--- config.mk ---
export PLATFORM = sky130hd
export DESIGN_NAME = mem_arbiter
export DESIGN_NICKNAME = d
export VERILOG_FILES = /design/src/rtl/mem_arbiter_pkg.sv /design/src/rtl/mem_arbiter_sat_counter.sv /design/src/rtl/mem_arbiter.sv
export SDC_FILE = /design/constraint.sdc
export NUM_CORES = 1
export LEC_CHECK = 0
export CELL_PAD_IN_SITES_DETAIL_PLACEMENT = 2
export CELL_PAD_IN_SITES_GLOBAL_PLACEMENT = 2
export CORE_AREA = 2 2 290 292
export CTS_BUF_LIST = sky130_fd_sc_hd__clkbuf_4
export DETAILED_ROUTE_END_ITERATION = 7
export DIE_AREA = 0 0 292 294
export GPL_TIMING_DRIVEN = 0
export PLACE_DENSITY = 0.76
export SYNTH_ARGS = -nofsm -noshare
export SYNTH_HDL_FRONTEND = slang
export SYNTH_SLANG_ARGS = --single-unit
--- constraint.sdc ---
create_clock -name clk -period 1.92 [get_ports clk]
set_input_delay 0.192 -clock clk [delete_from_list [all_inputs] [get_ports clk]]
set_output_delay 0.192 -clock clk [all_outputs]
set_load 0.02 [all_outputs]
--- src/rtl/mem_arbiter_pkg.sv ---
// Shared types for the memory arbiter: line/address/select widths, arbiter
// state encoding and the requester identity used for round-robin fairness.
package mem_arbiter_pkg;

   localparam int LC3B_LINE_W = 128;
   localparam int LC3B_ADDR_W = 12;
   localparam int LC3B_SEL_W  = 16;
   localparam int LC3B_CNT_W  = 16;

   typedef logic [LC3B_LINE_W-1:0] lc3b_line;
   typedef logic [LC3B_ADDR_W-1:0] lc3b_wb_adr;
   typedef logic [LC3B_SEL_W-1:0]  lc3b_word;

   typedef enum logic [2:0] {
      IDLE   = 3'd0,
      BUSY_I = 3'd1,
      BUSY_D = 3'd2,
      DONE_I = 3'd3,
      DONE_D = 3'd4
   } lc3b_arb_state;

   typedef enum logic {
      SIDE_I = 1'b0,
      SIDE_D = 1'b1
   } lc3b_arb_side;

endpackage

--- src/rtl/mem_arbiter_sat_counter.sv ---
// Saturating up-counter: holds at all-ones once reached; cleared by the
// asynchronous active-low reset.
module mem_arbiter_sat_counter #(
   parameter int CNT_W = 16
) (
   input  logic             clk,
   input  logic             rst_n,
   input  logic             inc,
   output logic [CNT_W-1:0] cnt
);

   logic [CNT_W-1:0] cnt_q;
   logic [CNT_W-1:0] cnt_d;

   always_comb begin
      cnt_d = cnt_q;
      if (inc && (cnt_q != {CNT_W{1'b1}})) begin
         cnt_d = cnt_q + {{(CNT_W-1){1'b0}}, 1'b1};
      end
   end

   always_ff @(posedge clk or negedge rst_n) begin
      if (!rst_n) begin
         cnt_q <= '0;
      end else begin
         cnt_q <= cnt_d;
      end
   end

   assign cnt = cnt_q;

endmodule

--- src/rtl/mem_arbiter.sv ---
// Round-robin arbiter sharing one line-wide memory port between instruction
// fetch and data memory; every output comes straight from a flop.
module mem_arbiter
   import mem_arbiter_pkg::*;
#(
   parameter int LINE_W = LC3B_LINE_W,
   parameter int ADDR_W = LC3B_ADDR_W,
   parameter int SEL_W  = LC3B_SEL_W,
   parameter int CNT_W  = LC3B_CNT_W
) (
   input  logic              clk,
   input  logic              rst_n,
   input  logic              ifetch_read,
   input  logic [ADDR_W-1:0] ifetch_address,
   output logic [LINE_W-1:0] ifetch_rdata,
   output logic              ifetch_resp,
   input  logic              mem_read,
   input  logic              mem_write,
   input  logic [ADDR_W-1:0] mem_address,
   input  logic [LINE_W-1:0] mem_wdata,
   input  logic [SEL_W-1:0]  mem_sel,
   output logic [LINE_W-1:0] mem_rdata,
   output logic              mem_resp,
   output logic              pmem_read,
   output logic              pmem_write,
   output logic [ADDR_W-1:0] pmem_address,
   output logic [LINE_W-1:0] pmem_wdata,
   output logic [SEL_W-1:0]  pmem_sel,
   input  logic [LINE_W-1:0] pmem_rdata,
   input  logic              pmem_resp,
   output logic [CNT_W-1:0]  i_grant_cnt,
   output logic [CNT_W-1:0]  d_grant_cnt,
   output logic [2:0]        dbg_state
);

   lc3b_arb_state     state_q, state_d;
   lc3b_arb_side      last_grant_q, last_grant_d;
   logic              pmem_read_q, pmem_read_d;
   logic              pmem_write_q, pmem_write_d;
   logic [ADDR_W-1:0] pmem_address_q, pmem_address_d;
   logic [LINE_W-1:0] pmem_wdata_q, pmem_wdata_d;
   logic [SEL_W-1:0]  pmem_sel_q, pmem_sel_d;
   logic [LINE_W-1:0] rdata_q, rdata_d;
   logic              ifetch_resp_q, ifetch_resp_d;
   logic              mem_resp_q, mem_resp_d;
   logic              i_inc, d_inc;
   logic              i_req, d_req;

   assign i_req = ifetch_read;
   assign d_req = mem_read | mem_write;

   always_comb begin
      state_d        = state_q;
      last_grant_d   = last_grant_q;
      pmem_read_d    = pmem_read_q;
      pmem_write_d   = pmem_write_q;
      pmem_address_d = pmem_address_q;
      pmem_wdata_d   = pmem_wdata_q;
      pmem_sel_d     = pmem_sel_q;
      rdata_d        = rdata_q;
      ifetch_resp_d  = 1'b0;
      mem_resp_d     = 1'b0;
      i_inc          = 1'b0;
      d_inc          = 1'b0;
      case (state_q)
         IDLE: begin
            // Under contention the side not granted last wins.
            if (d_req && (!i_req || (last_grant_q == SIDE_I))) begin
               state_d        = BUSY_D;
               last_grant_d   = SIDE_D;
               d_inc          = 1'b1;
               pmem_read_d    = !mem_write;
               pmem_write_d   = mem_write;
               pmem_address_d = mem_address;
               pmem_wdata_d   = mem_wdata;
               pmem_sel_d     = mem_sel;
            end else if (i_req) begin
               state_d        = BUSY_I;
               last_grant_d   = SIDE_I;
               i_inc          = 1'b1;
               pmem_read_d    = 1'b1;
               pmem_write_d   = 1'b0;
               pmem_address_d = ifetch_address;
            end
         end
         BUSY_I: begin
            if (pmem_resp) begin
               state_d       = DONE_I;
               pmem_read_d   = 1'b0;
               pmem_write_d  = 1'b0;
               rdata_d       = pmem_rdata;
               ifetch_resp_d = 1'b1;
            end
         end
         BUSY_D: begin
            if (pmem_resp) begin
               state_d      = DONE_D;
               pmem_read_d  = 1'b0;
               pmem_write_d = 1'b0;
               rdata_d      = pmem_rdata;
               mem_resp_d   = 1'b1;
            end
         end
         DONE_I, DONE_D: state_d = IDLE;
         default:        state_d = IDLE;
      endcase
   end

   always_ff @(posedge clk or negedge rst_n) begin
      if (!rst_n) begin
         state_q        <= IDLE;
         last_grant_q   <= SIDE_I;
         pmem_read_q    <= 1'b0;
         pmem_write_q   <= 1'b0;
         pmem_address_q <= '0;
         pmem_wdata_q   <= '0;
         pmem_sel_q     <= '0;
         rdata_q        <= '0;
         ifetch_resp_q  <= 1'b0;
         mem_resp_q     <= 1'b0;
      end else begin
         state_q        <= state_d;
         last_grant_q   <= last_grant_d;
         pmem_read_q    <= pmem_read_d;
         pmem_write_q   <= pmem_write_d;
         pmem_address_q <= pmem_address_d;
         pmem_wdata_q   <= pmem_wdata_d;
         pmem_sel_q     <= pmem_sel_d;
         rdata_q        <= rdata_d;
         ifetch_resp_q  <= ifetch_resp_d;
         mem_resp_q     <= mem_resp_d;
      end
   end

   mem_arbiter_sat_counter #(.CNT_W(CNT_W)) u_i_cnt (
      .clk   (clk),
      .rst_n (rst_n),
      .inc   (i_inc),
      .cnt   (i_grant_cnt)
   );

   mem_arbiter_sat_counter #(.CNT_W(CNT_W)) u_d_cnt (
      .clk   (clk),
      .rst_n (rst_n),
      .inc   (d_inc),
      .cnt   (d_grant_cnt)
   );

   // Both sides see the same response line; only the pulsed side cares.
   assign ifetch_rdata = rdata_q;
   assign mem_rdata    = rdata_q;
   assign ifetch_resp  = ifetch_resp_q;
   assign mem_resp     = mem_resp_q;
   assign pmem_read    = pmem_read_q;
   assign pmem_write   = pmem_write_q;
   assign pmem_address = pmem_address_q;
   assign pmem_wdata   = pmem_wdata_q;
   assign pmem_sel     = pmem_sel_q;
   assign dbg_state    = state_q;

endmodule

==> summary by stage <==
Power
The maximum vdd ir drop is 756 uV. Summed over all cells, the static leakage comes to 13.2 nW. Dividing total power by cell area gives a power density of 1770 nW/um2.

Yosys
The number of distinct standard cells referenced by the synthesized netlist is 46. Synthesis produced a netlist whose cell count is 1254. The share of async-settable or async-resettable flops after synthesis is 100%. The top cell type by area accounts for 59.6% of the synthesized area.

The cell area that synthesis handed to floorplanning was 13600 um2. Of all cell types, the one taking the most synthesized area is sky130_fd_sc_hd__dfrtp_1. Among all flip-flop cells after synthesis, the most frequent one is sky130_fd_sc_hd__dfrtp_1.

The number of warnings issued by yosys is 0. The sequential-to-total area share from yosys stat is 59.6%. The average cell area after synthesis is 10.9 um2. The number of enable flip-flop cells after synthesis is 0. The flop and latch count out of synthesis is 324. By area the synthesized netlist is led by sky130_fd_sc_hd__dfrtp_1 60%, sky130_fd_sc_hd__nand2_1 13%, sky130_fd_sc_hd__mux2_2 11%, sky130_fd_sc_hd__buf_4 7.1%, sky130_fd_sc_hd__xor2_1 1.7%. Synthesis produced a netlist with a net count of 1558.

Timing
The number of max-slew violations in the final report came to 0. The worst setup skew after layout is 55.0 ps. The number of setup violations in the final report is 8.

The worst setup margin is -85.4 ps. The number of hold violations in the final report was 0. Static timing analysis puts the maximum clock frequency at 499 MHz.

In the finished design, the share of the clock period the worst path needs comes to 104%. In this run the tightest slew margin relative to its limit is 51.2%. At the pin with the least slew margin, the transition time is 732 ps. Setup repair after global routing could not meet its margin everywhere. The minimum clock period is 2010 ps.

Setup path
Tracing the worst setup path back leads to its startpoint at dbg_state[1]. The setup slack of the worst register-to-register path is -90 ps. Walking the worst path, the cells encountered are buf_6 -> nor3_4 -> buf_12 -> buf_8 -> nand4_4 -> or4b_4 -> xnor2_2. Data on the critical path arrives at its endpoint at 2750 ps. On the worst path, the slowest cell contributes a delay of 550 ps. The highest-delay cell along the critical path is sky130_fd_sc_hd__or4b_4. STA classifies the critical path endpoint as a flop. The critical path contains buffers and inverters numbering 3 combined. In this run the worst path has a maximum fanout of 8. STA classifies the critical path startpoint as a flop. Among cell families on the critical path, the largest total delay comes from simple AND/OR/NAND/NOR gates.

Data on the critical path is required at its endpoint by 2660 ps. The worst setup path category is flop to flop. The worst register-to-register path begins at dbg_state[1].

Run
The max capacitance violation total is 0.

CTS
The clock passes through at most 3 buffers. Clock latency on the worst-skew pair, taken at its later pin, is 880 ps. The library cell used as clock root buffer is sky130_fd_sc_hd__clkbuf_4.

The register clock-pin slew on the reported worst setup and hold paths is 70 ps. Clock tree synthesis found a total of 324 sinks. The count of H-tree levels built during CTS is 3. The CTS buffer count is 98. TritonCTS built the clock tree.

Global route
The largest net degree at the start of global routing is 111. The via count of the first global-routing pass is 17799. The remaining global-route overflow is 0. The number of antenna violations at the first check in global routing is 11. For this run, global-route usage on met1 was measured as 18.7%. The met2 track demand over resource is 37.1%. The overall global routing resource usage is 19.1%. met2 is the most crowded layer. The first global-routing pass estimated 122 mm of wire. For this run, global-route usage on met3 was measured as 6.26%.

Route
The iteration-0 DRC count of the detailed router is 412. The first TritonRoute pass finished after 4 iterations. The average via count per standard cell is 4.03. The count of nets left with antenna violations once routing finished came out at 0. After detailed routing, the average wire length per cell comes to 23.1 um. The routed design has 84.2 mm of wire. The final routed DRC violation total is 0. The via total after detailed routing is 14722.

Hold path
The class of the worst hold path is input port to flop. In this run the most critical hold path is launched from mem_write.

Place
The placed wire-length estimate is 51.4 mm. The placer congestion estimate is 0.841. The count of buffers from port buffering is 752.

The number of placed cells counting well taps is 3088.

Finish
Once layout is complete, the cells apart from fillers number 3649. Cells with a size suffix above 1 make up 32.0% of the layout. Cells fill 33.4% of the core in the end. After the last flow step, the layout net total stands at 2784. From synthesis to final layout, the design area changed by 104%.

Floorplan
The floorplan has 106 rows. The starting density of the core is 16.4%. The die covers 85800 um2.

The die width is 292 um. The height of the die is 294 um. The number of primary I/O pins is 753. The core region is 82900 um2.

Status
The flow ran to the end, but the final reports show violations. The checks that failed: setup timing.
-- cell usage in the layout, fill, tap and decap left out, types with 6 or more instances in the layout --
cell                              count
sky130_fd_sc_hd__a31oi_1              9
sky130_fd_sc_hd__buf_12               8
sky130_fd_sc_hd__buf_2               84
sky130_fd_sc_hd__buf_4              139
sky130_fd_sc_hd__buf_6              161
sky130_fd_sc_hd__buf_8                7
sky130_fd_sc_hd__clkbuf_2            21
sky130_fd_sc_hd__clkbuf_4           147
sky130_fd_sc_hd__clkdlybuf4s15_1     48
sky130_fd_sc_hd__clkdlybuf4s15_2     36
sky130_fd_sc_hd__clkdlybuf4s50_1    300
sky130_fd_sc_hd__clkinv_1            26
sky130_fd_sc_hd__dfrtp_1            302
sky130_fd_sc_hd__dfrtp_2             22
sky130_fd_sc_hd__diode_2             11
sky130_fd_sc_hd__dlygate4sd2_1      195
sky130_fd_sc_hd__dlygate4sd3_1      299
sky130_fd_sc_hd__mux2_2             131
sky130_fd_sc_hd__nand2_1            463
sky130_fd_sc_hd__nand3_1              8
sky130_fd_sc_hd__nand4_1             12
sky130_fd_sc_hd__nor2_1               8
sky130_fd_sc_hd__nor2_2               6
sky130_fd_sc_hd__nor3_1               7
sky130_fd_sc_hd__nor3_2               6
sky130_fd_sc_hd__xor2_1              26
-- layer usage --
layer | vias up | part of all wire, % | wire [um]
met5 | - | 0 | 0
met1 | 7468 | 34 | 28900
met2 | 621 | 56 | 46800
met3 | 166 | 7.0 | 5860
met4 | 0 | 3.2 | 2660
li1 | 6467 | - | -
-- kinds of logic (layout without fill, tap and decap cells) --
logic type,count (synthesis),count (layout),share of synthesized area (%)
other cells,0,11,0
compound gates,29,29,1.48
buf+inv,186,1490,8.98
flops,324,324,59.6
xor+xnor,29,29,1.92
mux,132,132,10.9
fa+ha+maj,2,2,0.184
simple gates,552,552,16.9
-- worst paths after layout --
kind	end	cells after the start
max	u_d_cnt.cnt[12]	7
min	pmem_write	2
max reg2reg	u_d_cnt.cnt[12]	7
min reg2reg	pmem_wdata[49]	2
max in group asynchronous	ifetch_rdata[64]	4
min in group asynchronous	pmem_sel[14]	3
-- synthesized netlist by cell type, drive strengths merged (2+ instances only) --
library cell and instances:
a21oi 4, xnor2 3, xor2 26, mux2 131
nand3 9, a211oi 3, clkbuf 27, o21ai 4
and4 2, nor4 8, ha 2, and3 5
inv 2, nor3 15, buf 157, a31oi 12
nor3b 5, nand4 13, or4b 2, dfrtp 324
nor2 17, nand2 467, and2 5
-- layout make-up --
| cell class | instances | area, um2 |
|---|---|---|
| Fill cell | 8901 | 55200 |
| Timing Repair Buffer | 1178 | 11200 |
| Sequential cell | 324 | 8140 |
| Multi-Input combinational cell | 744 | 4500 |
| Tap cell | 1080 | 1350 |
| Buffer | 132 | 1210 |
| Clock buffer | 143 | 1070 |
| Clock inverter | 35 | 194 |
| Antenna cell | 11 | 27.5 |
| Inverter | 2 | 7.51 |
-- registers in the layout, summed over array words and instances, names as in the netlist --
signal and cells:
dbg_state 3, ifetch_rdata 128, ifetch_resp 1, last_grant_q 1, mem_resp 1, pmem_address 12
pmem_read 1, pmem_sel 16, pmem_wdata 128, pmem_write 1, u_d_cnt.cnt 16, u_i_cnt.cnt 16
-- power by group --
part           internal [mW]  switching, mW
clock network           3.68           3.65
logic                   13.0           15.7
registers               10.1           3.01
total                   26.8           22.4
-- stage by stage --
step                      instance area [um2]  power (mW)  setup slack (ps)  setup TNS [ps]  hold slack (ps)
after floorplan                         13600        25.4              6.89               0             -104
after global placement                  22500        38.2            -15470        -4787370              458
after detailed placement                22600        39.2             -1380         -234100              359
after CTS                               27300        47.1             -6.06           -15.2              103
after global routing                    27700        51.8              -174           -7460              161
final                                   27700        49.1             -85.4            -279              311
-- repair_timing --
item	in CTS	in global routing
hold buffers	299	0
endpoints found under the setup margin	760	367
setup buffers	109	22
cloned	1	3
pin swaps	4	11
resized for setup	1337	198
hold endpoints to repair	395	0
(Power assumes the default switching activity.)
